===== src/rtl/pattern_gen.sv =====
// pattern_gen: host-programmable pattern playback engine.
// A small register block (CTRL/LEN/DIV/STATUS) plus a pattern RAM are mapped on a
// word-indexed host bus; a two-state FSM plays RAM entries out on dout/stb at a
// programmable rate. Loop mode (CTRL.LOOP) is compiled in only when the macro
// PATTERN_GEN_LOOP_EN is defined; otherwise every run is one-shot.
module pattern_gen #(
  parameter int unsigned LAW      = 10,
  parameter int unsigned DW       = 32,
  parameter int unsigned RAM_AW   = 6,
  parameter int unsigned RAM_DW   = 8,
  parameter int unsigned RAM_BASE = 'h100
) (
  input  logic              clk,
  input  logic              rst_n,
  input  logic [LAW-1:0]    addr,
  input  logic [DW-1:0]     wdata,
  input  logic              we,
  output logic [DW-1:0]     rdata,
  output logic [RAM_DW-1:0] dout,
  output logic              stb,
  output logic              busy,
  output logic              done
);

  localparam int unsigned Depth = 2 ** RAM_AW;
  localparam int unsigned LenW  = RAM_AW + 1;
  localparam int unsigned DivW  = 16;

  localparam logic [LAW-1:0] AddrCtrl   = LAW'(0);
  localparam logic [LAW-1:0] AddrLen    = LAW'(1);
  localparam logic [LAW-1:0] AddrDiv    = LAW'(2);
  localparam logic [LAW-1:0] AddrStatus = LAW'(3);

  // RAM_BASE is aligned to the RAM depth, so the upper address bits select the RAM.
  localparam logic [LAW-RAM_AW-1:0] RamBaseHi = (LAW-RAM_AW)'(RAM_BASE >> RAM_AW);

  typedef enum logic [0:0] {StIdle, StRun} state_e;

  state_e              state_q;
  logic [RAM_DW-1:0]   mem_q [Depth];
  logic [RAM_DW-1:0]   dout_q;
  logic                stb_q;
  logic                done_q;
  logic [DW-1:0]       rdata_q;
  logic [DW-1:0]       rdata_d;
  logic [LenW-1:0]     len_q;
  logic [DivW-1:0]     div_q;
  logic                loop_q;
  logic [LenW-1:0]     run_len_q;
  logic [DivW-1:0]     run_div_q;
  logic [RAM_AW-1:0]   ptr_q;
  logic [DivW-1:0]     cnt_q;

  logic                ram_sel;
  logic [RAM_AW-1:0]   ram_idx;
  logic                wr_ctrl;
  logic                wr_len;
  logic                wr_div;
  logic                wr_ram;
  logic                start_req;
  logic                stop_req;
  logic [LenW-1:0]     len_clamped;
  logic                last_entry;
  logic                unused_wdata;

  assign ram_sel = (addr[LAW-1:RAM_AW] == RamBaseHi);
  assign ram_idx = addr[RAM_AW-1:0];

  assign wr_ctrl = we && !ram_sel && (addr == AddrCtrl);
  assign wr_len  = we && !ram_sel && (addr == AddrLen);
  assign wr_div  = we && !ram_sel && (addr == AddrDiv);
  assign wr_ram  = we && ram_sel;

  // STOP has priority over START when both are written together.
  assign stop_req  = wr_ctrl && wdata[1];
  assign start_req = wr_ctrl && wdata[0] && !wdata[1];

  assign len_clamped = (len_q > LenW'(Depth)) ? LenW'(Depth) : len_q;
  assign last_entry  = (LenW'(ptr_q) == (run_len_q - LenW'(1)));

  // Not every wdata bit lands in a register.
  assign unused_wdata = ^wdata;

  // Pattern RAM: host writable at any time, deliberately not reset.
  always_ff @(posedge clk) begin
    if (wr_ram) begin
      mem_q[ram_idx] <= wdata[RAM_DW-1:0];
    end
  end

  // Host-visible configuration registers.
  always_ff @(posedge clk) begin
    if (!rst_n) begin
      len_q <= '0;
      div_q <= '0;
    end else begin
      if (wr_len) len_q <= wdata[LenW-1:0];
      if (wr_div) div_q <= wdata[DivW-1:0];
    end
  end

`ifdef PATTERN_GEN_LOOP_EN
  // Stored LOOP bit; START/STOP in the same write do not disturb it.
  always_ff @(posedge clk) begin
    if (!rst_n) begin
      loop_q <= 1'b0;
    end else if (wr_ctrl) begin
      loop_q <= wdata[2];
    end
  end
`else
  assign loop_q = 1'b0;
`endif

  // Read mux: unmapped addresses and the write-pulse bits return zero.
  always_comb begin
    rdata_d = '0;
    if (ram_sel) begin
      rdata_d[RAM_DW-1:0] = mem_q[ram_idx];
    end else begin
      case (addr)
        AddrCtrl:   rdata_d[2] = loop_q;
        AddrLen:    rdata_d[LenW-1:0] = len_q;
        AddrDiv:    rdata_d[DivW-1:0] = div_q;
        AddrStatus: begin
          rdata_d[0]          = (state_q == StRun);
          rdata_d[RAM_AW+7:8] = ptr_q;
        end
        default: ;
      endcase
    end
  end

  // Registered read data, one cycle after the address is presented.
  always_ff @(posedge clk) begin
    if (!rst_n) begin
      rdata_q <= '0;
    end else begin
      rdata_q <= rdata_d;
    end
  end

  // Playback FSM. The counter is preloaded with 1 at START so the first strobe
  // lands two edges after the START write; afterwards it reloads with DIV,
  // giving DIV+1 cycles between strobes.
  always_ff @(posedge clk) begin
    if (!rst_n) begin
      state_q   <= StIdle;
      dout_q    <= '0;
      stb_q     <= 1'b0;
      done_q    <= 1'b0;
      ptr_q     <= '0;
      cnt_q     <= '0;
      run_len_q <= '0;
      run_div_q <= '0;
    end else begin
      stb_q  <= 1'b0;
      done_q <= 1'b0;
      unique case (state_q)
        StIdle: begin
          if (start_req && (len_q != '0)) begin
            state_q   <= StRun;
            ptr_q     <= '0;
            cnt_q     <= DivW'(1);
            run_len_q <= len_clamped;
            run_div_q <= div_q;
          end
        end
        StRun: begin
          if (stop_req) begin
            state_q <= StIdle;
          end else if (cnt_q != '0) begin
            cnt_q <= cnt_q - DivW'(1);
          end else begin
            stb_q  <= 1'b1;
            dout_q <= mem_q[ptr_q];
            cnt_q  <= run_div_q;
            if (last_entry) begin
              if (loop_q) begin
                ptr_q <= '0;
              end else begin
                state_q <= StIdle;
                done_q  <= 1'b1;
              end
            end else begin
              ptr_q <= ptr_q + RAM_AW'(1);
            end
          end
        end
        default: state_q <= StIdle;
      endcase
    end
  end

  assign rdata = rdata_q;
  assign dout  = dout_q;
  assign stb   = stb_q;
  assign done  = done_q;
  assign busy  = (state_q == StRun);

endmodule


===== config.mk =====
export PLATFORM = sky130hd
export DESIGN_NAME = pattern_gen
export DESIGN_NICKNAME = d
export VERILOG_FILES = /design/src/rtl/pattern_gen.sv
export SDC_FILE = /design/constraint.sdc
export NUM_CORES = 1
export LEC_CHECK = 0
export CAP_MARGIN = 20
export CORE_MARGIN = 4
export CORE_UTILIZATION = 30
export DETAILED_ROUTE_END_ITERATION = 7
export PLACE_DENSITY = 0.42
export SLEW_MARGIN = 25
export SYNTH_ARGS = -nofsm -noshare
export SYNTH_HDL_FRONTEND = slang
export SYNTH_SLANG_ARGS = --single-unit

===== constraint.sdc =====
create_clock -name clk -period 2.6 [get_ports clk]
set_input_delay 0.52 -clock clk [delete_from_list [all_inputs] [get_ports clk]]
set_output_delay 0.52 -clock clk [all_outputs]
set_load 0.02 [all_outputs]

==> impl_metrics.env <==
export IMPL_outcome="finished with violations"
export IMPL_violations="negative setup slack"
export IMPL_routed_wl_mm=115
export IMPL_grt_first_pass_wirelength_mm=159
export IMPL_synth_seq_cells=607
export IMPL_seq_power_share=0.474
export IMPL_areaGrowthSynthToFinish_pct=26.5
export IMPL_p_sw_frac=0.225
export IMPL_synth_cells=2000
export IMPL_clk_root_buffer_cell="clkbuf_16"
export IMPL_final_util=0.382
export IMPL_cp_end_kind="register"
export IMPL_drt_initial_drc_count=2217
export IMPL_instances_no_fill=3718
export IMPL_internal_power_mw=17.3
export IMPL_drive_above_1_share=0.313
export IMPL_synth_cell_types=71
export IMPL_synthTopCellsByArea="edfxtp_1 54%, mux4_2 12%, dfxtp_1 6.6%, mux2i_1 5.0%, nand2_1 2.3%"
export IMPL_period_share=1.03
export IMPL_cts_sinks=607
export IMPL_synth_top_area_share=0.536
export IMPL_die_h_um=317
export IMPL_synth_avg_cell_area_sq_um=14.4
export IMPL_vias=20621
export IMPL_cts_tree="yes"
export IMPL_track_usage=0.224
export IMPL_postSynth_asyncResetShare=0
export IMPL_netlist_top_cell_by_area="edfxtp_1"
export IMPL_wl_per_cell_um=30.8
export IMPL_ios=88
export IMPL_cts_buffers=74
export IMPL_power_frac_comb=0.060
export IMPL_die_w_um=317
export IMPL_cts_path_max_buffers=3
export IMPL_dpl_cell_area_sq_um=33700
export IMPL_dp_cells=3576
export IMPL_gp_congestion=0.933
export IMPL_p_total_mw=22.3
export IMPL_final_setup_skew_ps=28.9
export IMPL_grt_pass1_vias=20724
export IMPL_slew_viol_final=0
export IMPL_netlist_area_sq_um=28700
export IMPL_whs_ps=420
export IMPL_synthFlopType="edfxtp_1"
export IMPL_dp_hpwl_mm=83.0
export IMPL_max_slew_margin=0.450
export IMPL_ys_seq_area_frac=0.602
export IMPL_drt_first_pass_iters=5
export IMPL_grt_max_degree=75
export IMPL_viasPerCell=5.55
export IMPL_io_buffer_count=55
export IMPL_arrival_ps=3160
export IMPL_hold_violations=0
export IMPL_rsz0062_at_grt="false"
export IMPL_yosys_warnings=0
export IMPL_path_clk_slew_ps=60
export IMPL_nFillCells=8986
export IMPL_worst_pin_slew_ps=821
export IMPL_die_area_sq_um=101000
export IMPL_crit_fanout=10
export IMPL_timing_fmax_mhz=374
export IMPL_p_clk_frac=0.467
export IMPL_clk_latency_ps=620
export IMPL_placementRows=113
export IMPL_ir_drop_v=0.000392
export IMPL_core_area_sq_um=95000
export IMPL_overflow=0
export IMPL_layout_commonest_cell="edfxtp_1"
export IMPL_crit_required_ps=3090
export IMPL_setup_viol=3
export IMPL_final_nets=2447
export IMPL_antenna_found_initial=6
export IMPL_diodes=0
export IMPL_p_switching_mw=5.01
export IMPL_crit_type="register to register"
export IMPL_fin_area_sq_um=36300
export IMPL_hold_class="input pin to register"
export IMPL_drtAntennaViolNets=0
export IMPL_startpoint_type="register"
export IMPL_fin_crit_ps=2670
export IMPL_layout_common_cells="512 x edfxtp_1, 384 x buf_4, 175 x nand2_1, 153 x mux4_2, 143 x mux2i_1"
export IMPL_synth_edf_count=512
export IMPL_initial_core_util=0.302
export IMPL_power_leakage_nw=12.1
export IMPL_worst_slack_ps=-73.6
export IMPL_h_tree_depth=3
export IMPL_drc=0
export IMPL_drv_cap=0
export IMPL_pwr_density_cell_nw_per_um2=613
==> flip-flops by register name, summed over array words and instances, names as in the netlist <==
| signal | flops |
|---|---|
| busy | 1 |
| cnt_q | 16 |
| div_q | 16 |
| done | 1 |
| dout | 8 |
| len_q | 7 |
| mem_q | 512 |
| ptr_q | 6 |
| rdata | 16 |
| run_div_q | 16 |
| run_len_q | 7 |
| stb | 1 |
==> logic make-up (layout without fill, tap and decap cells) <==
logic type,count (synthesis),count (layout),synth area share
flip-flops,607,607,0.602
AND/OR/NAND/NOR,438,438,0.0712
AO/OA/AOI/OAI,417,417,0.107
multiplexers,332,332,0.184
buffers and inverters,186,624,0.0296
XOR/XNOR,15,15,0.00458
adder cells (fa/ha/maj),4,4,0.00174
other,1,16,0.000131
==> through the flow <==
step | setup TNS (ps) | setup slack (ps)
global placement | -150630 | -717
floorplan | 0 | 72.5
CTS | 0 | 22.7
global route | 0 | 6.52
finish | -154 | -73.6
detailed placement | -151470 | -717
==> power groups by stage <==
stage          registers (mW)  logic, mW  clock network (mW)
2_1_floorplan            10.8      0.521                   0
4_1_cts                  10.5       1.31                10.6
6_report                 10.5       1.33                10.4
3_5_place_dp             10.7       1.31                   0
5_1_grt                  10.5       1.38                11.0
3_3_place_gp             10.7       1.31                   0
==> worst max-delay path, cell delays in order, from the launching register on <==
cell and delay, ps:
dfxtp_4 440, buf_4 190, clkbuf_16 210, mux4_2 550, a22oi_1 300, a21boi_0 330
o22ai_1 260, buf_4 170, o22ai_1 70
==> path summary, 6_finish.rpt <==
check | start | end | slack, ps | depth (start not counted)
max reg2reg | ptr_q[0] | dout[5] | -70 | 8
min | wdata[6] | div_q[6] | 420 | 3
min reg2reg | run_div_q[0] | run_div_q[0] | 460 | 2
max | ptr_q[0] | dout[5] | -70 | 8
==> cells in the mapped netlist (4+ instances only) <==
| library cell | number |
|---|---|
| nor2b_1 | 23 |
| or2_2 | 6 |
| o31ai_1 | 4 |
| buf_2 | 66 |
| o211ai_1 | 13 |
| xnor2_1 | 5 |
| buf_4 | 18 |
| nand4_1 | 5 |
| o32ai_1 | 5 |
| o311ai_0 | 5 |
| buf_1 | 10 |
| nand3_1 | 25 |
| mux2_2 | 36 |
| o21bai_1 | 4 |
| inv_1 | 10 |
| o2bb2ai_1 | 8 |
| nor2_1 | 116 |
| and3_1 | 11 |
| a221o_1 | 14 |
| a31oi_1 | 13 |
| nand2b_1 | 6 |
| o21ai_0 | 29 |
| clkbuf_1 | 81 |
| nand2_1 | 175 |
| nand3b_1 | 12 |
| o21a_1 | 8 |
| or4_1 | 6 |
| nor3_1 | 15 |
| a21boi_0 | 58 |
| o22a_1 | 4 |
| o22ai_1 | 36 |
| mux2i_1 | 143 |
| a211oi_1 | 4 |
| a22o_1 | 17 |
| a21oi_1 | 43 |
| a221oi_1 | 48 |
| and2_1 | 14 |
| dfxtp_1 | 95 |
| a22oi_1 | 75 |
| edfxtp_1 | 512 |
| ha_1 | 4 |
| xor2_1 | 10 |
| nor4_1 | 9 |
| mux4_2 | 153 |
==> what timing repair did <==
action / CTS / global route
hold buffers: 0 / 0
buffers inserted: 0 / 10
setup endpoints to repair: 3 / 14
resized for setup: 4 / 7
pin swaps: 0 / 0
gates cloned: 0 / 1
==> cell type report <==
class / instances / area [sq um] / area share
flip-flops and latches: 607 / 17300 / 0.476
multi-input cells: 1222 / 10700 / 0.294
clock inverters: 40 / 397 / 0.0109
clock buffers: 91 / 2020 / 0.0556
well taps: 1265 / 1580 / 0.0436
inverters: 10 / 37.5 / 0.00103
repair buffers: 483 / 4300 / 0.118
==> per-layer routing <==
layer  global-route usage  wire [um]  vias up  share of wire
met4               0.0653       3520        2          0.031
met3               0.0368       8940      165          0.078
met1                0.317      49600    10693           0.43
met5                    0         20        -        0.00017
li1                     -          -     8759              -
met2                0.357      52400     1002           0.46
(Power assumes the default switching activity.)
